--- config.mk ---
export PLATFORM = sky130hd
export DESIGN_NAME = vissplit
export DESIGN_NICKNAME = d
export VERILOG_FILES = /design/src/rtl/vissplit.sv
export SDC_FILE = /design/constraint.sdc
export NUM_CORES = 1
export LEC_CHECK = 0
export CAP_MARGIN = 40
export CORE_UTILIZATION = 38
export CTS_BUF_LIST = sky130_fd_sc_hd__clkbuf_4 sky130_fd_sc_hd__clkbuf_8 sky130_fd_sc_hd__clkbuf_16
export CTS_CLUSTER_SIZE = 10
export DETAILED_ROUTE_END_ITERATION = 16
export GPL_TIMING_DRIVEN = 0
export PLACE_DENSITY_LB_ADDON = 0.3
export SLEW_MARGIN = 5
export SYNTH_ARGS = -nofsm -noshare
export SYNTH_HDL_FRONTEND = slang
export SYNTH_HIERARCHICAL = 1
export SYNTH_SLANG_ARGS = --single-unit
--- constraint.sdc ---
create_clock -name clock -period 2.1 [get_ports clock]
set_input_delay 0.315 -clock clock [delete_from_list [all_inputs] [get_ports clock]]
set_output_delay 0.315 -clock clock [all_outputs]
set_load 0.02 [all_outputs]
--- src/rtl/vissplit.sv ---
// Receive end of the visibility daisy-chain: deserialises one real/imag beat per
// valid cycle into a LENGTH-lane frame, handed off through a single holding register.

module vissplit_lane #(
    parameter int WIDTH = 7
) (
    input  logic             clock,
    input  logic             reset,
    input  logic             wr,
    input  logic             load,
    input  logic [WIDTH-1:0] din_r,
    input  logic [WIDTH-1:0] din_i,
    output logic [WIDTH-1:0] hold_r,
    output logic [WIDTH-1:0] hold_i
);
    logic [WIDTH-1:0] fb_r, fb_i;
    logic [WIDTH-1:0] mrg_r, mrg_i;

    // completing beat bypasses the fill buffer straight into the holding register
    assign mrg_r = wr ? din_r : fb_r;
    assign mrg_i = wr ? din_i : fb_i;

    always_ff @(posedge clock or negedge reset) begin
        if (!reset) begin
            fb_r   <= '0;
            fb_i   <= '0;
            hold_r <= '0;
            hold_i <= '0;
        end else begin
            if (wr) begin
                fb_r <= din_r;
                fb_i <= din_i;
            end
            if (load) begin
                hold_r <= mrg_r;
                hold_i <= mrg_i;
            end
        end
    end
endmodule

module vissplit #(
    parameter int LENGTH  = 3,
    parameter int WIDTH   = 7,
    parameter bit REVERSE = 1'b0,
    parameter int CBITS   = (LENGTH > 1) ? $clog2(LENGTH) : 1
) (
    input  logic                    clock,
    input  logic                    reset,
    input  logic                    seq_valid_i,
    input  logic [WIDTH-1:0]        seq_rdata_i,
    input  logic [WIDTH-1:0]        seq_idata_i,
    input  logic                    flush_i,
    input  logic                    clear_i,
    output logic                    par_valid_o,
    input  logic                    par_ready_i,
    output logic [LENGTH*WIDTH-1:0] par_rdata_o,
    output logic [LENGTH*WIDTH-1:0] par_idata_o,
    output logic [CBITS-1:0]        fill_o,
    output logic                    overflow_o
);
    logic [CBITS-1:0] fill;
    logic             beat, last, complete, load, drop;
    logic [LENGTH-1:0][WIDTH-1:0] hold_r, hold_i;

    assign beat     = seq_valid_i & ~flush_i;
    assign last     = (fill == CBITS'(LENGTH - 1));
    assign complete = beat & last;
    assign load     = complete & (~par_valid_o | par_ready_i);
    assign drop     = complete & par_valid_o & ~par_ready_i;

    always_ff @(posedge clock or negedge reset) begin
        if (!reset) begin
            fill        <= '0;
            par_valid_o <= 1'b0;
            overflow_o  <= 1'b0;
        end else begin
            if (flush_i)
                fill <= '0;
            else if (seq_valid_i)
                fill <= last ? '0 : fill + 1'b1;

            if (load)
                par_valid_o <= 1'b1;
            else if (par_ready_i)
                par_valid_o <= 1'b0;

            // a drop in the same cycle as clear_i keeps the flag set
            if (drop)
                overflow_o <= 1'b1;
            else if (clear_i)
                overflow_o <= 1'b0;
        end
    end

    for (genvar j = 0; j < LENGTH; j++) begin : g_lane
        localparam int SLOT = REVERSE ? j : LENGTH - 1 - j;
        logic wr;
        assign wr = beat & (fill == CBITS'(SLOT));

        vissplit_lane #(.WIDTH(WIDTH)) u_lane (
            .clock  (clock),
            .reset  (reset),
            .wr     (wr),
            .load   (load),
            .din_r  (seq_rdata_i),
            .din_i  (seq_idata_i),
            .hold_r (hold_r[j]),
            .hold_i (hold_i[j])
        );
    end

    assign par_rdata_o = hold_r;
    assign par_idata_o = hold_i;
    assign fill_o      = fill;
endmodule

==> impl_results.md <==
- Yosys top cell by area: dfrtp_1
- Sink Count: 88
- DR WL/cell: 16.5 um
- Vias in the first global route: 1920
- WHS Path Cells: 1
- Core Rows: 34
- Status: complete, no violations
- Leakage power: 2.05 nW
- Antenna cells: 0
- Crit Path Class: input port to register
- FF+latch count, synth: 88
- Vias: 1833
- Grt met2 use: 0.211
- Layout Skew: 0.00924 ns
- Clock slew at reported path FFs: 0.08 ns
- Peak VDD IR: 0.000484 V
- Total power: 4.59 mW
- Nets: 295
- Avg Inst Size Synth: 17.7 um^2
- Share of cells above drive strength 1: 0.421
- Met1 GRT Util: 0.207
- HPWL Detailed: 4030 um
- CP max stage delay: 0.62 ns
- Finished Layout Cells: 388
- Critical Path AT: 2.22 ns
- Startpoint Class: input port
- Multi-input gate area: 1220 um^2
- WP buf/inv: 2
- Mapped Area: 3420 um^2
- Fmax achieved: 501 MHz
- R2r startpoint: fill_o[1]
- TritonRoute pass-1 iters: 4
- Die Span X: 96.9 um
- IO Port Bufs: 65
- Setup_tns: 0 ns
- Total track usage: 0.147
- Gr busiest metal: met2
- Sequential standard cell area: 2200 um^2
- CP top delay family: buffers and inverters
- First-pass GRT wire length: 10500 um
- Largest net degree at the start of global routing: 46
- Die H: 96.9 um
- Placer congestion estimate: 0.684
- Endpoint class of the critical path: register
- Final Max Slew Viols: 0
- Hold Path Class: register to register
- RSZ-0062 raised after global routing: false
- CTS tree: done
- R2R Setup Slk: 0.11 ns
- Layout area overhead: 31.8%
- Worst R2R Path Depth: 4
- Mapped Cells: 193
- Starting Density: 0.393
- Die area: 9390 um^2
- HP Start: g_lane[2].u_lane/fb_r[1]
- Minimum clock period: 1.99 ns
- Initial antenna violation count: 0
- Final cell utilization of the core: 0.517
- WP data required: 2.33 ns
- Drt total wl: 6390 um
- DRT iter0 DRCs: 73
- Gr ovfl total: 0
- Root Driver: clkbuf_8
- Netlist cell types: 17
- GR Util met3: 0.0484
- Clk buf depth: 2
- Max FO, Critical Path: 10
- Remaining DRCs: 0
- CP Cell Sequence: clkdlybuf4s50_1, nor4b_4, buf_6, mux2_4, mux2_2
- Hold EP: g_lane[2].u_lane/fb_r[1]
- H-tree levels: 3
- Measured slew at the worst slew-check pin: 0.575 ns
- Worst skew pair latency: 0.35 ns
- Ranking of synthesized cells by area: dfrtp_1, mux2_2, mux2_4, buf_6, nand2b_1
- I/O pin count: 66
- Top-area cell type share of the netlist area: 0.643
- Final antenna-violating net count: 0
- # fillers: 746
- Fin. Hold Viols: 0
- Placed insts: 367
- Vias/cell: 4.72
- Slowest CP cell: clkdlybuf4s50_1
- Final period utilization: 0.950
- Power Density: 1020 nW/um^2
- Min Hold Slack: 0.498 ns
- Sequential fraction of the synthesis area: 0.643
- Setup violators final: 0
- Worst r2r dst: g_lane[2].u_lane/hold_r[3]
- Max-Cap Viols: 0
- Worst rel slew slack: 0.616
- TritonCTS Buffers: 9
- Core Footprint: 8720 um^2
- Net Count, Synth: 213
- Yosys warns: 6
[worst reg2reg max path, stage by stage (launching register included)]
cell	delay (ns)
dfrtp_1	0.52
nor4b_4	0.50
buf_6	0.28
mux2_4	0.33
mux2_2	0.26
[worst max path at each step]
stage                     start                         end  slack [ns]  cells after the start
finish              seq_valid_i  g_lane[2].u_lane/hold_r[3]        0.11                      5
CTS                     flush_i  g_lane[0].u_lane/hold_i[0]        0.03                      6
global route          fill_o[1]  g_lane[2].u_lane/hold_i[2]        0.01                      4
global placement          reset  g_lane[2].u_lane/hold_i[0]       -2.45                      1
detailed placement      flush_i  g_lane[1].u_lane/hold_r[5]       -0.75                      5
floorplan             fill_o[0]  g_lane[0].u_lane/hold_i[2]         0.1                      4
[cell families after synthesis]
| kind of cell | share of synthesized area |
|---|---|
| compound gates | 0.00585 |
| buf+inv | 0.0164 |
| flops | 0.643 |
| mux | 0.313 |
| simple gates | 0.0219 |
[routing by layer]
metal / routed length [um] / vias to the layer above
met1: 3070 / 935
li1: - / 857
met4: 39 / 0
met5: 0 / -
met2: 3020 / 39
met3: 254 / 2
[Yosys cell counts]
| library cell | number |
|---|---|
| buf_2 | 3 |
| a21oi_2 | 1 |
| nor4bb_1 | 1 |
| inv_1 | 2 |
| buf_6 | 3 |
| dfrtp_1 | 88 |
| nor4b_1 | 1 |
| a21oi_1 | 1 |
| nand2b_1 | 3 |
| mux2_4 | 33 |
| mux2_2 | 51 |
| or3b_1 | 1 |
| o22ai_1 | 1 |
| nand3b_1 | 1 |
| nor2b_1 | 1 |
| nand2_1 | 1 |
| nand4bb_1 | 1 |
[per-stage QoR]
stage / area, um^2 / setup slack [ns]
after floorplan: 3440 / 0.0998
after global placement: 4220 / -2.45
after detailed placement: 4250 / -0.751
after CTS: 4480 / 0.0275
after global routing: 4510 / 0.0133
final: 4510 / 0.105
[layout by cell type, fill, tap and decap left out]
cell and n:
dfrtp_1 88, clkdlybuf4s50_1 64, mux2_2 51, mux2_4 33
clkbuf_8 10, buf_4 5, nand2b_1 3, clkinvlp_4 3
buf_6 3, buf_2 3, clkinv_4 2, nor4bb_4 1
nor4b_4 1, nand4bb_4 1, inv_2 1, nor2b_4 1
nand2_1 1, inv_1 1, o22ai_1 1, nand3b_1 1
a21oi_1 1, or3b_1 1, a21oi_2 1, clkinv_2 1
dlygate4sd3_1 1, buf_16 1
[state kept, by name (all words and copies together) (netlist names)]
register,cells
g_lane.u_lane/hold_i,21
g_lane.u_lane/hold_r,21
g_lane.u_lane/fb_r,21
g_lane.u_lane/fb_i,21
par_valid_o,1
fill_o,2
overflow_o,1
[cell type report]
class                   instances  share of cell area
plain buffers                   6              0.0108
flip-flops and latches         88               0.488
multi-input cells              97               0.270
clock inverters                 6             0.00999
inverters                       2             0.00166
repair buffers                 71               0.159
clock buffers                  10              0.0305
well taps                     108              0.0300
[power breakdown]
group / switching, mW / internal [mW] / leakage (nW)
combinational: 0.534 / 0.754 / 0.831
sequential: 0.161 / 2.08 / 1.13
clock: 0.596 / 0.464 / 0.0845
[what timing repair did]
item                                   in CTS  in global routing
gates resized for setup                     4                  2
endpoints found under the hold margin      43                  0
setup buffers                               2                  2
pin swaps                                   0                  1
hold buffers                                1                  0
cloned                                      0                  0
setup endpoints to repair                  34                 27
Note: power is estimated with default switching activity, not from simulation.
